[config.mk]
export PLATFORM = sky130hd
export DESIGN_NAME = sdp_scan_driver_flat
export DESIGN_NICKNAME = d
export VERILOG_FILES = /design/src/rtl/sdp_pkg.sv /design/src/rtl/sdp_scan_driver_if.sv /design/src/rtl/sdp_hexdec.sv /design/src/rtl/sdp_scan_driver.sv /design/src/flat_wrapper.sv
export SDC_FILE = /design/constraint.sdc
export NUM_CORES = 1
export LEC_CHECK = 0
export CAP_MARGIN = 20
export CORE_ASPECT_RATIO = 0.9
export CORE_MARGIN = 10
export CORE_UTILIZATION = 40
export DETAILED_ROUTE_END_ITERATION = 6
export SYNTH_ARGS = -nofsm -noshare
export SYNTH_HDL_FRONTEND = slang
export SYNTH_SLANG_ARGS = --single-unit
[constraint.sdc]
create_clock -name clk -period 4 [get_ports clk]
set_clock_uncertainty 0.1 [all_clocks]
set_input_delay 0.4 -clock clk [delete_from_list [all_inputs] [get_ports clk]]
set_output_delay 0.4 -clock clk [all_outputs]
set_load 0.05 [all_outputs]
[src/rtl/sdp_pkg.sv]
// Shared constants for the seven-segment scan driver.
//   SEG_W    : width of the seg bus (a..g plus dp)
//   SEG_OFF  : all segments dark (active-low)
//   HEX_SEG  : hex nibble -> active-low segments, bit order g..a
package sdp_pkg;

  localparam int unsigned SEG_W = 8;

  localparam logic [SEG_W-1:0] SEG_OFF = 8'hFF;

  localparam logic [6:0] HEX_SEG [16] = '{
    7'h40, 7'h79, 7'h24, 7'h30,  // 0 1 2 3
    7'h19, 7'h12, 7'h02, 7'h78,  // 4 5 6 7
    7'h00, 7'h10, 7'h08, 7'h03,  // 8 9 A b
    7'h46, 7'h21, 7'h06, 7'h0E   // C d E F
  };

endpackage

[src/rtl/sdp_scan_driver_if.sv]
// Host/pin bundle for sdp_scan_driver.
//   master : display register logic (drives load/data/brightness, sees status and pins)
//   slave  : the scan driver itself
// Signals: load, digit_data[4*DIGITS], dp_data, blank_mask, brightness,
//          pending, frame_done, seg[8] (active-low), an[DIGITS] (active-low).
interface sdp_scan_driver_if
  import sdp_pkg::*;
#(
  parameter int unsigned DIGITS    = 8,
  parameter int unsigned DUTY_BITS = 4
);

  logic                  load;
  logic [4*DIGITS-1:0]   digit_data;
  logic [DIGITS-1:0]     dp_data;
  logic [DIGITS-1:0]     blank_mask;
  logic [DUTY_BITS-1:0]  brightness;
  logic                  pending;
  logic                  frame_done;
  logic [SEG_W-1:0]      seg;
  logic [DIGITS-1:0]     an;

  modport master (
    output load, digit_data, dp_data, blank_mask, brightness,
    input  pending, frame_done, seg, an
  );

  modport slave (
    input  load, digit_data, dp_data, blank_mask, brightness,
    output pending, frame_done, seg, an
  );

endinterface

[src/rtl/sdp_hexdec.sv]
// Combinational hex nibble to seven-segment decoder.
//   nibble_i : 4-bit hex value
//   seg_n_o  : active-low segments, [0]=a .. [6]=g
module sdp_hexdec
  import sdp_pkg::*;
(
  input  logic [3:0] nibble_i,
  output logic [6:0] seg_n_o
);

  assign seg_n_o = HEX_SEG[nibble_i];

endmodule

[src/rtl/sdp_scan_driver.sv]
// Time-multiplexed common-anode seven-segment scan driver.
// Digit data is loaded into a shadow buffer and promoted to the displayed
// (active) buffer only at a frame boundary, so a frame never mixes old and
// new content. Brightness is a PWM window at the start of every digit slot.
//   clk, rst_n : clock, asynchronous active-low reset
//   bus        : sdp_scan_driver_if.slave (load/data in, pending/frame_done/seg/an out)
module sdp_scan_driver
  import sdp_pkg::*;
#(
  parameter int unsigned DIGITS    = 8,
  parameter int unsigned CLK_DIV   = 100000,
  parameter int unsigned DUTY_BITS = 4
) (
  input  logic             clk,
  input  logic             rst_n,
  sdp_scan_driver_if.slave bus
);

  localparam int unsigned PW = $clog2(CLK_DIV);
  localparam int unsigned IW = $clog2(DIGITS);
  localparam int unsigned DW = 4 * DIGITS;
  // Wide enough for (2**DUTY_BITS) * CLK_DIV without overflow.
  localparam int unsigned TW = $clog2(CLK_DIV + 1) + DUTY_BITS + 1;

  logic [PW-1:0]     presc_q, presc_d;
  logic [IW-1:0]     idx_q, idx_d;
  logic [DW-1:0]     sh_digit_q, sh_digit_d, act_digit_q, act_digit_d;
  logic [DIGITS-1:0] sh_dp_q, sh_dp_d, act_dp_q, act_dp_d;
  logic [DIGITS-1:0] sh_blank_q, sh_blank_d, act_blank_q, act_blank_d;
  logic              pending_q, pending_d;
  logic              frame_done_q, frame_done_d;
  logic [SEG_W-1:0]  seg_q, seg_d;
  logic [DIGITS-1:0] an_q, an_d;

  logic              tick;
  logic              wrap;
  logic [TW-1:0]     thr;
  logic              lit;
  logic [3:0]        cur_nib;
  logic [6:0]        cur_seg_n;

  sdp_hexdec u_hexdec (
    .nibble_i (cur_nib),
    .seg_n_o  (cur_seg_n)
  );

  always_comb begin
    tick = (presc_q == PW'(CLK_DIV - 1));
    wrap = tick && (idx_q == IW'(DIGITS - 1));

    presc_d = tick ? '0 : presc_q + PW'(1);
    idx_d   = idx_q;
    if (tick) begin
      idx_d = wrap ? '0 : idx_q + IW'(1);
    end
    frame_done_d = wrap;

    sh_digit_d  = sh_digit_q;
    sh_dp_d     = sh_dp_q;
    sh_blank_d  = sh_blank_q;
    act_digit_d = act_digit_q;
    act_dp_d    = act_dp_q;
    act_blank_d = act_blank_q;
    pending_d   = pending_q;

    // Promotion uses the shadow as it was before this cycle; a load in the
    // same cycle lands in the shadow and stays pending for the next frame.
    if (wrap && pending_q) begin
      act_digit_d = sh_digit_q;
      act_dp_d    = sh_dp_q;
      act_blank_d = sh_blank_q;
      pending_d   = 1'b0;
    end
    if (bus.load) begin
      sh_digit_d = bus.digit_data;
      sh_dp_d    = bus.dp_data;
      sh_blank_d = bus.blank_mask;
      pending_d  = 1'b1;
    end

    // All-ones brightness yields thr == CLK_DIV, i.e. lit for the whole slot.
    thr = ((TW'(bus.brightness) + TW'(1)) * TW'(CLK_DIV)) >> DUTY_BITS;
    lit = (TW'(presc_q) < thr) && !act_blank_q[idx_q];

    cur_nib = act_digit_q[{idx_q, 2'b00} +: 4];
    an_d    = lit ? ~(DIGITS'(1) << idx_q) : '1;
    seg_d   = lit ? {~act_dp_q[idx_q], cur_seg_n} : SEG_OFF;
  end

  always_ff @(posedge clk or negedge rst_n) begin
    if (!rst_n) begin
      presc_q      <= '0;
      idx_q        <= '0;
      sh_digit_q   <= '0;
      sh_dp_q      <= '0;
      sh_blank_q   <= '1;
      act_digit_q  <= '0;
      act_dp_q     <= '0;
      act_blank_q  <= '1;
      pending_q    <= 1'b0;
      frame_done_q <= 1'b0;
      seg_q        <= SEG_OFF;
      an_q         <= '1;
    end else begin
      presc_q      <= presc_d;
      idx_q        <= idx_d;
      sh_digit_q   <= sh_digit_d;
      sh_dp_q      <= sh_dp_d;
      sh_blank_q   <= sh_blank_d;
      act_digit_q  <= act_digit_d;
      act_dp_q     <= act_dp_d;
      act_blank_q  <= act_blank_d;
      pending_q    <= pending_d;
      frame_done_q <= frame_done_d;
      seg_q        <= seg_d;
      an_q         <= an_d;
    end
  end

  assign bus.pending    = pending_q;
  assign bus.frame_done = frame_done_q;
  assign bus.seg        = seg_q;
  assign bus.an         = an_q;

endmodule

[src/flat_wrapper.sv]
// flat-port wrapper written by rule: the top's interface ports become plain ports
module sdp_scan_driver_flat import sdp_pkg::*;
#(
  parameter int unsigned DIGITS    = 8,
  parameter int unsigned CLK_DIV   = 100000,
  parameter int unsigned DUTY_BITS = 4
)
  (clk, rst_n, bus_load, bus_digit_data, bus_dp_data, bus_blank_mask, bus_brightness, bus_pending, bus_frame_done, bus_seg, bus_an);
  sdp_scan_driver_if #(.DIGITS(DIGITS), .DUTY_BITS(DUTY_BITS)) bus_i ();
  input  logic clk;
  input  logic rst_n;
  input wire logic [$bits(bus_i.load)-1:0] bus_load;
  input wire logic [$bits(bus_i.digit_data)-1:0] bus_digit_data;
  input wire logic [$bits(bus_i.dp_data)-1:0] bus_dp_data;
  input wire logic [$bits(bus_i.blank_mask)-1:0] bus_blank_mask;
  input wire logic [$bits(bus_i.brightness)-1:0] bus_brightness;
  output wire logic [$bits(bus_i.pending)-1:0] bus_pending;
  output wire logic [$bits(bus_i.frame_done)-1:0] bus_frame_done;
  output wire logic [$bits(bus_i.seg)-1:0] bus_seg;
  output wire logic [$bits(bus_i.an)-1:0] bus_an;
  assign bus_i.load = bus_load;
  assign bus_i.digit_data = bus_digit_data;
  assign bus_i.dp_data = bus_dp_data;
  assign bus_i.blank_mask = bus_blank_mask;
  assign bus_i.brightness = bus_brightness;
  assign bus_pending = bus_i.pending;
  assign bus_frame_done = bus_i.frame_done;
  assign bus_seg = bus_i.seg;
  assign bus_an = bus_i.an;
  sdp_scan_driver #(.DIGITS(DIGITS), .CLK_DIV(CLK_DIV), .DUTY_BITS(DUTY_BITS)) u_core (.clk(clk), .rst_n(rst_n), .bus(bus_i));
endmodule
==> impl_metrics.csv <==
group,metric,value,unit
critical_path,crit_required,4.25,ns
sta,hold_viol,0,
sta,slew-limit-headroom,49.6,%
logic_synthesis,synthArstFlopShare,100,%
pwr,irDropWorstVdd,0.000302,V
logic_synthesis,synth.area.mux_share,21.5,%
sta,worst_slack,-0.268,ns
placed_design,hpwl,10900,um
route,vias,4653,
critical_path,path_buf_inv,4,
route,drtAntennaViolNets,0,
cells_and_area,fillers,1403,
placed_design,port_buffers,72,
critical_path,cpMaxStageDelayCell,"or3_4",
sta,max_freq,234,MHz
cells_and_area,syn_to_final_growth,34.7,%
placed_design,pre_cts_slack,-1.29,ns
logic_synthesis,synth_nets,661,
cells_and_area,nets,794,
logic_synthesis,synthCells,544,
logic_synthesis,synth_edf_count,0,
logic_synthesis,synth_seq_area_share,48.2,%
pwr,p_leak,4.32,nW
critical_path,worstPathArrival,4.52,ns
clock_network,cts-root-buf,"clkbuf_16",
global_route,grt_pass1_wl,25300,um
logic_synthesis,synth_cell_types,51,
pwr,powerDensity,397,mW/mm2
critical_path,crit_type,"in -> reg",
cells_and_area,multi_input_area,0.00385,mm2
placed_design,place_congestion,0.837,
cells_and_area,antenna_cells,0,
critical_path,startpoint_type,"primary input",
route,routed_wl,15200,um
critical_path,cp-end-kind,"flip-flop",
sta,hold_ws,0.204,ns
flow_run,drv_cap,0,
cells_and_area,final_cells,925,
logic_synthesis,synth_fa_ha_area_share,11.1,%
clock_network,cts_buffers,17,
critical_path,r2r_slack,1.17,ns
sta,period_share,107,%
critical_path,startpoint,"bus_brightness[0]",
clock_network,clkSinkCount,134,
route,route.detailed.drc,0,
sta,rsz0062_at_grt,"yes",
critical_path,crit_fanout,7,
global_route,grt_pass1_vias,5007,
logic_synthesis,synth-xor-area-share,3.98,%
logic_synthesis,ys_seq_elements,134,
global_route,grt_overflow_total,0,
logic_synthesis,synth_area,0.00703,mm2
clock_network,clk_transition_reported_paths,0.06,ns
critical_path,reg2reg_from,"u_core.presc_q[1]",
cells_and_area,layout_common_cells,"102 x dfrtp_1, 77 x mux2_2, 66 x clkdlybuf4s50_1",
logic_synthesis,synthesis.yosys.warnings,0,
die,num_rows,45,
die,die_height,146,um
clock_network,cts_max_path_buffers,2,
critical_path,cp_top_family,"compound AO/OA/AOI/OAI gates",
clock_network,worst_skew_pair.late_latency,0.42,ns
logic_synthesis,syn_area_per_cell,12.9,um2
cells_and_area,seq_area,0.00339,mm2
clock_network,h-tree-depth,4,
sta,setup-violations-final,16,
critical_path,reg2reg_to,"u_core.act_dp_q[6]",
outcome,violations,"setup timing",
die,initial_core_util,41.2,%
die,dieWidth,160,um
logic_synthesis,synth_top_family_by_area,"multiplexers",
global_route,grt_max_degree,134,
global_route,track_usage,13.2,%
die,core,0.0171,mm2
sta,fin_setup_tns,-3.59,ns
logic_synthesis,synth_compound_area_share,5.30,%
sta,min_period,4.27,ns
cells_and_area,drive_above_1_share,42.0,%
die,die-area,0.0233,mm2
placed_design,placed_cells,883,
critical_path,slowest_delay,0.35,ns
outcome,status,"complete, but fails checks",
die,ios,73,
sta,maxSlewViolCount,0,
route,wl_per_cell,16.4,um
critical_path,worst_r2r_path_depth,7,
route,first_iter_violations,185,
cells_and_area,layout_commonest_cell,"dfrtp_1",
sta,worst_slew_pin_slew,0.755,ns
clock_network,cts_tree,"built",
logic_synthesis,synth_flop_cell,"dfrtp_1",
global_route,antenna_found_initial,0,
critical_path,crit_top_cell,"ha_4",
route,vias_per_cell,5.03,
hold_path,holdCritPathClass,"in -> async",
logic_synthesis,yosys.area_share.simple,7.22,%
route,drtPass1Iterations,5,
[worst max-delay path by stage]
| stage | cells after the start | end | slack [ns] |
|---|---|---|---|
| floorplan | 20 | u_core.bus.seg[1] | -0.39 |
| global placement | 22 | u_core.bus.an[7] | -1.14 |
| detailed placement | 19 | u_core.bus.seg[6] | -1.29 |
| CTS | 24 | u_core.bus.an[7] | -0.25 |
| global route | 24 | u_core.bus.seg[6] | -0.41 |
| finish | 25 | u_core.bus.seg[4] | -0.27 |
[layer usage]
metal | GRT usage, % | part of all wire, %
met1 | 16.9 | 48
met2 | 21.4 | 48
met3 | 3.42 | 3.6
met4 | 4.13 | 1.0
met5 | 0 | 0
[power by group]
| part | switching, mW | total, mW | internal (mW) |
|---|---|---|---|
| Clock | 0.580 | 1.68 | 1.10 |
| Combinational | 0.299 | 0.646 | 0.347 |
| Sequential | 0.0271 | 1.44 | 1.41 |
[logic make-up (layout without fill, tap and decap cells)]
kind of cell             Yosys count  count (layout)
AO/OA/AOI/OAI                     56              56
XOR/XNOR                          32              32
buffers and inverters             38             184
multiplexers                     115             115
adder cells (fa/ha/maj)           62              62
AND/OR/NAND/NOR                  107             107
flip-flops                       134             134
[synth_stat cells, drive strengths merged (2+ instances only)]
cell type	n	share of area [%]
dfrtp	102	36
mux2	97	17
ha	61	11
nand2	34	1.8
dfstp	32	12
nor2	28	1.6
inv	20	1.1
nand3	18	1.4
xor2	17	2.1
buf	15	1.4
xnor2	15	1.9
a21oi	14	1.0
o21ai	14	1.0
mux4	12	3.8
and3	7	0.62
a21o	6	0.64
mux2i	6	1.0
nor3b	5	0.53
nor3	4	0.28
o221ai	4	0.50
a211oi	3	0.32
nand4	3	0.27
o211ai	3	0.32
a31oi	2	0.39
clkbuf	2	0.11
o21a	2	0.21
o22ai	2	0.18
[registers in the layout, summed over array words and instances (netlist names), 3 cells and up]
| register | count |
|---|---|
| u_core.sh_dp_q | 8 |
| u_core.bus.an | 8 |
| u_core.act_blank_q | 8 |
| u_core.bus.seg | 8 |
| u_core.sh_blank_q | 8 |
| u_core.presc_q | 17 |
| u_core.idx_q | 3 |
| u_core.act_dp_q | 8 |
| u_core.act_digit_q | 32 |
| u_core.sh_digit_q | 32 |
[metrics by stage]
| stage | util (%) | instance area (um2) | total power, mW |
|---|---|---|---|
| finish | 55.5 | 9470 | 3.76 |
| global route | 55.5 | 9470 | 3.92 |
| CTS | 54.2 | 9240 | 3.74 |
| detailed placement | 49.2 | 8390 | 2.01 |
| global placement | 49.2 | 8390 | 1.99 |
| floorplan | - | 7110 | 1.76 |
[area by class of cell]
type / instances / share of cell area, %
multi-input combinational: 372 / 40.7
tap: 235 / 3.10
inverter: 21 / 0.832
clock buffer: 24 / 5.86
timing repair buffer: 131 / 12.6
sequential: 134 / 35.8
clock inverter: 8 / 1.08
[what timing repair did]
action / in CTS / in global routing
setup buffers: 6 / 2
pin swaps: 25 / 30
gates resized for setup: 43 / 34
hold buffers: 1 / 0
hold endpoints to repair: 1 / 0
endpoints found under the setup margin: 16 / 16
[worst register-to-register path, delay by kind of cell, from the launching register on]
kind                     cells  cell delay (ns)
AND/OR/NAND/NOR              3             1.14
buffers and inverters        2             0.55
flip-flops                   1             0.40
multiplexers                 1             0.30
adder cells (fa/ha/maj)      1             0.23
Power figures use the tool's default switching activity.
